--- config.mk ---
export PLATFORM = sky130hd
export DESIGN_NAME = counter_4b_down
export DESIGN_NICKNAME = d
export VERILOG_FILES = /design/src/rtl/counter_pkg.sv /design/src/rtl/counter_4b_down.sv
export SDC_FILE = /design/constraint.sdc
export NUM_CORES = 1
export LEC_CHECK = 0
export BUFFER_PORTS_ARGS = -buffer_cell sky130_fd_sc_hd__buf_2
export CORE_AREA = 3 3 40 42
export CTS_CLUSTER_DIAMETER = 30
export DETAILED_ROUTE_END_ITERATION = 12
export DIE_AREA = 0 0 43 45
export PLACE_DENSITY_LB_ADDON = 0.05
export RECOVER_POWER = 50
export SETUP_SLACK_MARGIN = 0.4
export SYNTH_ARGS = -nofsm -noshare
export SYNTH_HDL_FRONTEND = slang
export SYNTH_SLANG_ARGS = --single-unit
--- constraint.sdc ---
create_clock -name clk -period 1.5 [get_ports clk]
set_input_delay 0.15 -clock clk [delete_from_list [all_inputs] [get_ports clk]]
set_output_delay 0.15 -clock clk [all_outputs]
set_load 0.03 [all_outputs]
--- src/rtl/counter_pkg.sv ---
// Shared definitions for the 4-bit counter family: count width plus the
// wrap-decrement and load-clamp helpers used by the RTL and verification models.
package counter_pkg;

    localparam int CNT_W = 4;

    // Next value of a modulo-'modulus' down count; 0 wraps to modulus-1.
    function automatic logic [CNT_W-1:0] wrap_dec(input logic [CNT_W-1:0] value,
                                                  input logic [CNT_W:0]   modulus);
        logic [CNT_W:0] top;
        top = modulus - 5'd1;
        if (value == '0)
            return top[CNT_W-1:0];
        else
            return value - 4'd1;
    endfunction

    // Load data outside the count range saturates to the top of the range.
    function automatic logic [CNT_W-1:0] clamp_load(input logic [CNT_W-1:0] d,
                                                    input logic [CNT_W:0]   modulus);
        logic [CNT_W:0] top;
        top = modulus - 5'd1;
        if ({1'b0, d} < modulus)
            return d;
        else
            return top[CNT_W-1:0];
    endfunction

endpackage

--- src/rtl/counter_4b_down.sv ---
// Cascadable 4-bit modulo down counter with combinational ripple borrow.
// Optional synchronous parallel load is compiled in with COUNTER_4B_DOWN_LOAD_EN.
module counter_4b_down
    import counter_pkg::*;
#(
    parameter int MODULUS = 16,
    parameter int PRESET  = MODULUS - 1
) (
    input  logic       clk,
    input  logic       rst,
    input  logic       En,
    input  logic       Bi,
`ifdef COUNTER_4B_DOWN_LOAD_EN
    input  logic       Ld,
    input  logic [3:0] D,
`endif
    output logic       Qa,
    output logic       Qb,
    output logic       Qc,
    output logic       Qd,
    output logic       Rb,
    output logic       Z
);

    localparam logic [CNT_W:0]   MOD_L    = (CNT_W+1)'(MODULUS);
    localparam logic [CNT_W-1:0] PRESET_L = CNT_W'(PRESET);

    logic [CNT_W-1:0] q;
    logic [CNT_W-1:0] q_nxt;
    logic             z;

    always_comb begin
        q_nxt = q;
`ifdef COUNTER_4B_DOWN_LOAD_EN
        if (Ld)
            q_nxt = clamp_load(D, MOD_L);
        else if (En && Bi)
            q_nxt = wrap_dec(q, MOD_L);
`else
        if (En && Bi)
            q_nxt = wrap_dec(q, MOD_L);
`endif
    end

    // Z is registered from the same next value so it always tracks Q exactly.
    always_ff @(posedge clk) begin
        if (rst) begin
            q <= PRESET_L;
            z <= (PRESET_L == '0);
        end else begin
            q <= q_nxt;
            z <= (q_nxt == '0);
        end
    end

    assign Rb = En & Bi & (q == '0);
    assign Z  = z;
    assign Qa = q[0];
    assign Qb = q[1];
    assign Qc = q[2];
    assign Qd = q[3];

endmodule

==> results.yml, run 1 <==
outcome:
  status: "complete, but fails checks"
  violations: "setup timing"
power:
  peakVddDrop_uv: 275
  leakagePower_nw: 0.166
  power_density_nw_per_um2: 787
sta:
  finalWorstSetupSlack_ps: -42.3
  hold_viol: 0
  tightestPinTransition_ps: 374
  setup_viol: 1
  rsz0062_at_grt: "true"
  finalCritPeriodShare_pct: 103
  finClkSkew_ps: 3.15
  setup_tns_ps: -42.3
  max_freq_mhz: 648
  relSlewSlack_pct: 75.2
  fin_crit_ps: 1540
  slew_viol_final: 0
global_routing:
  overflow: 0
  antenna_found_initial: 0
  grt_start_max_net_pins: 7
  grt_pass1_vias: 270
  grt_pass1_wl_mm: 1.17
  groute.usage.overall_pct: 8.89
setup_path:
  path_class: "flop to primary output"
  cp_data_arrival_time_ps: 1390
  reg2reg_depth: 5
  crit_fanout: 3
  worstPathRequired_ps: 1350
  start_kind: "flop"
  end_kind: "primary output"
detailed_routing:
  vias: 283
  drtIter0Drc: 7
  dr.pass1.iters: 3
  detail-route-antenna-nets: 0
  viasPerCell: 4.72
  drc_errors: 0
  wl_um: 705
  wl_per_cell_um: 11.8
logic_synthesis:
  ys_seq_elements: 5
  synth_cell_types: 21
  syn_area_um2: 267
  synth_fp_nets: 35
  synthArstFlopShare_pct: 0
  synth_area_leaders: "dfxtp_1 38%, a311oi_2 5.6%, o21bai_1 5.6%"
  yosysTopAreaCell: "dfxtp_1"
  postSynthCellCount: 30
  synth_top_area_share_pct: 37.6
  yosys_warnings: 0
  postSynthAreaPerCell_um2: 8.88
  ys_seq_area_share_pct: 37.6
  synth_edf_count: 0
  ys.flop_type: "dfxtp_1"
clock_tree:
  cts-root-buf: "clkbuf_4"
  cts.clk_slew.worst_paths_ps: 40
  h-tree-depth: 1
  clk_latency_ps: 250
  cts_buffer_depth: 2
  numCtsBuffers: 3
  cts.sink_count: 5
  cts_tree: "yes"
  post_cts_buffers: 0
floorplan:
  die_h_um: 45
  num_io_pins: 10
  start_util_pct: 20.7
  core_um2: 1280
  rows: 13
  chipWidth_um: 43
  die_area_um2: 1940
final_layout:
  finalCoreUtilization_pct: 33.6
  nets: 51
  drive_above_1_share_pct: 53.3
  area_growth_pct: 62.0
  stdcell_count: 60
  mostFrequentLayoutCell: "clkbuf_1"
  final_cell_area_um2: 432
  n_fill_cell: 145
  final_cell_mix: "5 x clkbuf_1, 4 x buf_2, 3 x clkbuf_4"
  n_antenna_cell: 0
place:
  gp_congestion: 0.826
  placed_cells: 56
  dp_hpwl_um: 543
  dpl-instance-area_um2: 383
  portBuffers: 9
job:
  maxCapViolCount: 0
min_path:
  holdCritPathClass: "primary input to flop"
  min_path_cells: 2
per-layer routing:
layer	vias up	part of all wire (%)	global-route usage, %
met5	-	0	0
met3	4	11	4.38
met1	129	46	10.3
met2	13	39	11.4
li1	137	-	-
met4	0	3.8	9.04
state kept, by name (all words and copies together), names as in the netlist:
register / flops
q: 4
Z: 1
critical path: stages (launching register included):
cell and delay (ps):
dfxtp_4 350, inv_4 50, ha_4 130, or3b_4 390, nor2_4 90, buf_6 130
cells in the mapped netlist, types with 2 or more instances:
library cell,count
and3_1,2
dfxtp_1,5
inv_1,2
nor2_1,3
o21bai_1,2
timing repair:
item / CTS / global route
resized for setup: 7 / 0
hold buffers: 0 / 0
endpoints found under the setup margin: 5 / 5
pin swaps: 2 / 2
where the power goes:
group,internal [mW],total [mW],switching [mW]
logic,0.0155,0.0390,0.0235
clock network,0.101,0.164,0.0627
registers,0.135,0.137,0.00254
final timing paths:
check / from / to / slack, ps
worst max-delay path: q[1]$_SDFF_PP1_ / Rb / -40
worst min-delay path: rst / q[0]$_SDFF_PP1_ / 180
worst max register to register: q[1]$_SDFF_PP1_ / Z$_SDFF_PP0_ / 90
worst min register to register: q[2]$_SDFF_PP1_ / Z$_SDFF_PP0_ / 630
cells by family after synthesis:
logic type               share of synthesized area [%]
flip-flops                                        37.6
XOR/XNOR                                          3.29
AO/OA/AOI/OAI                                     16.0
adder cells (fa/ha/maj)                           4.69
AND/OR/NAND/NOR                                   35.7
buffers and inverters                             2.82
final cells by class:
cell class,count,area (um2),share of cell area (%)
Multi-Input combinational cell,23,206,47.8
Sequential cell,5,109,25.2
Timing Repair Buffer,11,61.3,14.2
Clock buffer,4,26.3,6.09
Tap cell,15,18.8,4.35
Inverter,2,10.0,2.32
metrics by stage:
step,power (mW),setup WS (ps),hold WS (ps)
finish,0.340,-42.3,178
CTS,0.346,-38.4,179
global route,0.361,-67.8,181
global placement,0.178,47.4,432
floorplan,0.160,-19.3,256
detailed placement,0.178,59.8,438
Power figures use the tool's default switching activity.
==> run 2, diff against run 1 <==
--- a/config.mk
+++ b/config.mk
@@ -10,7 +10,7 @@
 export CTS_CLUSTER_DIAMETER = 30
 export DETAILED_ROUTE_END_ITERATION = 12
 export DIE_AREA = 0 0 43 45
-export PLACE_DENSITY_LB_ADDON = 0.05
+export PLACE_DENSITY_LB_ADDON = 0.2
 export RECOVER_POWER = 50
 export SETUP_SLACK_MARGIN = 0.4
 export SYNTH_ARGS = -nofsm -noshare
==> run 2 against run 1 <==
The run still ends with setup timing left. Routed wire length is 1.4% lower. Combinational power rose by 4%. Clock-buffer cell count unchanged. Critical endpoint unchanged. Non-clock buffer count rose by 1. Die area is the same. Cell area up 2.6%. Clock skew is 0.91 ps higher.
==> results.yml, run 2 (synthesized netlist as in run 1, its figures left out) <==
detailed_routing:
  wl_per_cell_um: 11.4
  dr.pass1.iters: 3
  viasPerCell: 4.38
  detail-route-antenna-nets: 0
  drtIter0Drc: 1
  wl_um: 695
  drc_errors: 0
  vias: 267
setup_path:
  path_class: "flop to primary output"
  crit_fanout: 3
  start_kind: "flop"
  cp_data_arrival_time_ps: 1390
  worstPathRequired_ps: 1350
  end_kind: "primary output"
min_path:
  holdCritPathClass: "primary input to flop"
global_routing:
  use_met2_pct: 11.4
  use_met3_pct: 4.38
  use_met1_pct: 7.47
  grt_pass1_vias: 260
  antenna_found_initial: 0
  overflow: 0
  grt_pass1_wl_mm: 1.04
  groute.usage.overall_pct: 7.91
  grt.busiest_layer: "met2"
  grt_start_max_net_pins: 7
floorplan:
  rows: 13
  start_util_pct: 20.7
  num_io_pins: 10
  die_h_um: 45
  die_area_um2: 1940
  core_um2: 1280
  chipWidth_um: 43
final_layout:
  final_cell_area_um2: 443
  area_growth_pct: 66.2
  drive_above_1_share_pct: 56.5
  final_cell_mix: "5 x buf_2, 4 x clkbuf_1, 3 x clkbuf_4, 3 x buf_4"
  multi_input_area_um2: 211
  mostFrequentLayoutCell: "buf_2"
  finalCoreUtilization_pct: 34.5
  largest_reg_flops: 4
  n_fill_cell: 146
  nets: 52
  n_antenna_cell: 0
  seqCellArea_um2: 109
  largest_register: "q"
sta:
  setup_viol: 1
  fin_crit_ps: 1540
  tightestPinTransition_ps: 372
  hold_viol: 0
  finClkSkew_ps: 4.06
  finalWorstSetupSlack_ps: -38.8
  holdWs_ps: 176
  finalCritPeriodShare_pct: 103
  slew_viol_final: 0
  max_freq_mhz: 650
  rsz0062_at_grt: "true"
  setup_tns_ps: -38.8
  relSlewSlack_pct: 75.3
place:
  place_ws_ps: 48.3
  portBuffers: 9
  gp_congestion: 0.667
  dpl-instance-area_um2: 383
  dp_hpwl_um: 557
outcome:
  violations: "setup timing"
  status: "complete, but fails checks"
clock_tree:
  cts-root-buf: "clkbuf_4"
  cts.sink_count: 5
  cts_buffer_depth: 2
  clk_latency_ps: 250
  numCtsBuffers: 3
  cts_tree: "yes"
  cts_hold_buf: 0
  h-tree-depth: 1
  cts.clk_slew.worst_paths_ps: 40
power:
  peakVddDrop_uv: 211
  leakagePower_nw: 0.173
  power_density_nw_per_um2: 764
job:
  maxCapViolCount: 0
run 2: cell types whose count changed in the layout (fill, tap and decap cells not counted):
cell | previous run | this run
buf_4 | 2 | 3
inv_4 | 1 | 0
nand3_4 | 0 | 1
buf_2 | 4 | 5
inv_2 | 1 | 2
nor2b_1 | 0 | 1
clkbuf_1 | 5 | 4
nor2b_4 | 1 | 0
nand3_1 | 1 | 0
run 2: what timing repair did:
action | CTS | global route
gates resized for setup | 4 | 4
pin swaps | 0 | 4
setup buffers | 0 | 1
endpoints found under the setup margin | 5 | 6
run 2: area by class of cell:
cell class | count | share of cell area (%)
Multi-Input combinational cell | 23 | 47.7
Sequential cell | 5 | 24.6
Timing Repair Buffer | 12 | 15.8
Clock buffer | 4 | 5.93
Tap cell | 15 | 4.24
Inverter | 2 | 1.69
run 2: worst paths after layout:
kind	startpoint	to	slack (ps)	cells past startpoint
min	rst	q[0]$_SDFF_PP1_	180	2
min reg2reg	q[2]$_SDFF_PP1_	Z$_SDFF_PP0_	620	2
max	q[1]$_SDFF_PP1_	Rb	-40	5
max reg2reg	q[1]$_SDFF_PP1_	Z$_SDFF_PP0_	50	5
run 2: power by group:
group	total, mW	leakage (nW)	switching [mW]	internal (mW)
clock	0.161	0.0150	0.0603	0.101
sequential	0.137	0.0401	0.00201	0.135
combinational	0.0407	0.118	0.0246	0.0160
total	0.338	0.173	0.0869	0.251
run 2: worst max-delay path: stages, from the launching register on:
cell and delay [ps]:
dfxtp_4 330, inv_2 60, ha_4 130, or3b_4 400, nor2_4 90, buf_6 130
run 2: per-layer routing:
layer,vias up,wire length [um]
li1,140,-
met1,119,296
met2,8,326
met3,0,72
met4,0,0
met5,-,0
run 2: through the flow:
| stage | total power, mW | instances |
|---|---|---|
| 4_1_cts | 0.346 | 60 |
| 5_1_grt | 0.365 | 61 |
| 3_5_place_dp | 0.178 | 56 |
| 6_report | 0.338 | 61 |
| 3_3_place_gp | 0.177 | 56 |
| 2_1_floorplan | 0.160 | 30 |
==> run 3, diff against run 2 <==
--- a/config.mk
+++ b/config.mk
@@ -13,6 +13,7 @@
 export PLACE_DENSITY_LB_ADDON = 0.2
 export RECOVER_POWER = 50
 export SETUP_SLACK_MARGIN = 0.4
+export SKIP_LAST_GASP = 1
 export SYNTH_ARGS = -nofsm -noshare
 export SYNTH_HDL_FRONTEND = slang
 export SYNTH_SLANG_ARGS = --single-unit
==> run 3 against run 2 <==
The run still ends with setup timing left. Via count increased by 0.75%. Cell area down 0.28%. First-iteration DRC count did not move. Sequential share of layout area fell by 0.21 points. Flip-flop and latch count unchanged. Cell count did not move. Hold slack hardly changed. Clock skew about the same. Routed wire length grew 0.14%. Setup slack is essentially flat. Critical path type unchanged. Largest cell class unchanged. Largest power group unchanged.
==> results.yml, run 3 (synthesized netlist as in run 1, its figures left out) <==
outcome:
  status: "complete, but fails checks"
  violations: "setup timing"
sta:
  fin_crit_ps: 1540
  finalWorstSetupSlack_ps: -38.7
  finalCritPeriodShare_pct: 103
  finClkSkew_ps: 4.10
  max_freq_mhz: 650
  setup_tns_ps: -38.7
  slew_viol_final: 0
  hold_viol: 0
  relSlewSlack_pct: 75.4
  setup_viol: 1
  tightestPinTransition_ps: 371
  rsz0062_at_grt: "true"
  holdWs_ps: 176
setup_path:
  reg2reg_depth: 5
  worstPathRequired_ps: 1350
  end_kind: "primary output"
  start_kind: "flop"
  r2r_slack_ps: 50
  path_class: "flop to primary output"
  crit_fanout: 3
  cp_data_arrival_time_ps: 1390
detailed_routing:
  drc_errors: 0
  drtIter0Drc: 1
  wl_per_cell_um: 11.4
  wl_um: 696
  detail-route-antenna-nets: 0
  dr.pass1.iters: 3
  viasPerCell: 4.41
  vias: 269
place:
  dp_hpwl_um: 557
  dpl-instance-area_um2: 383
  place_ws_ps: 48.3
  portBuffers: 9
  gp_congestion: 0.667
final_layout:
  area_growth_pct: 65.7
  drive_above_1_share_pct: 54.3
  largest_reg_flops: 4
  mostFrequentLayoutCell: "buf_2"
  final_cell_mix: "5 x buf_2, 4 x clkbuf_1, 3 x dfxtp_1, 3 x clkbuf_4, 3 x buf_4"
  n_antenna_cell: 0
  largest_register: "q"
  final_cell_area_um2: 442
  n_fill_cell: 147
  nets: 52
global_routing:
  antenna_found_initial: 0
  grt_pass1_vias: 260
  overflow: 0
  groute.usage.overall_pct: 7.91
  grt_pass1_wl_mm: 1.04
  grt_start_max_net_pins: 7
power:
  p_sw_share_pct: 25.7
  power_uw: 338
  seqPwrFrac_pct: 40.4
  leakagePower_nw: 0.174
  internal_power_uw: 251
  peakVddDrop_uv: 211
  switching_power_uw: 87.0
  clockPowerShare_pct: 47.7
  comb_power_share_pct: 12.0
  power_density_nw_per_um2: 766
job:
  maxCapViolCount: 0
floorplan:
  rows: 13
  num_io_pins: 10
  core_um2: 1280
  start_util_pct: 20.7
  chipWidth_um: 43
  die_area_um2: 1940
  die_h_um: 45
clock_tree:
  cts.sink_count: 5
  numCtsBuffers: 3
  cts-root-buf: "clkbuf_4"
  cts.clk_slew.worst_paths_ps: 40
  clk_latency_ps: 250
  h-tree-depth: 1
  cts_tree: "yes"
  cts_buffer_depth: 2
  cts_hold_buf: 0
min_path:
  holdCritPathClass: "primary input to flop"
  min_path_cells: 2
## run 3: cell counts in the layout (fill, tap and decap cells not counted)
No cell type changed its count.
## run 3: power groups by stage
stage                     Clock, mW  Sequential (mW)  Combinational [mW]
after floorplan                   0            0.147              0.0137
after global placement            0            0.139              0.0384
after detailed placement          0            0.139              0.0390
after CTS                     0.170            0.137              0.0391
after global routing          0.184            0.137              0.0438
final                         0.161            0.137              0.0405
## run 3: cell type report
| cell class | instances | area [um2] | area share [%] |
|---|---|---|---|
| repair buffers | 12 | 70.1 | 15.9 |
| clock buffers | 4 | 26.3 | 5.95 |
| multi-input cells | 23 | 211 | 47.9 |
| inverters | 2 | 7.51 | 1.70 |
| well taps | 15 | 18.8 | 4.25 |
| flip-flops and latches | 5 | 108 | 24.4 |
## run 3: what timing repair did
action | CTS | global route
resized for setup | 3 | 3
pin swaps | 0 | 4
setup buffers | 0 | 1
setup endpoints to repair | 5 | 5
## run 3: critical path: stages, from the launching register on
cell and delay, ps:
dfxtp_4 330, inv_2 60, ha_4 130, or3b_4 400
nor2_4 90, buf_6 130
## run 3: final timing paths
kind,startpoint,endpoint
min,rst,q[0]$_SDFF_PP1_
max,q[1]$_SDFF_PP1_,Rb
min reg2reg,q[1]$_SDFF_PP1_,q[1]$_SDFF_PP1_
max reg2reg,q[1]$_SDFF_PP1_,Z$_SDFF_PP0_
## run 3: metrics by stage
| stage | utilization (%) | cells |
|---|---|---|
| detailed placement | 29.8 | 56 |
| CTS | 32.5 | 60 |
| finish | 34.4 | 61 |
| floorplan | - | 30 |
| global route | 34.4 | 61 |
| global placement | 29.8 | 56 |
## run 3: metal layers
metal	global-route usage (%)	share of wire (%)	vias up	routed length, um
li1	-	-	140	-
met2	11.4	47	8	329
met3	4.38	10	0	73
met4	9.04	0	0	0
met1	7.47	42	121	292
met5	0	0	-	0
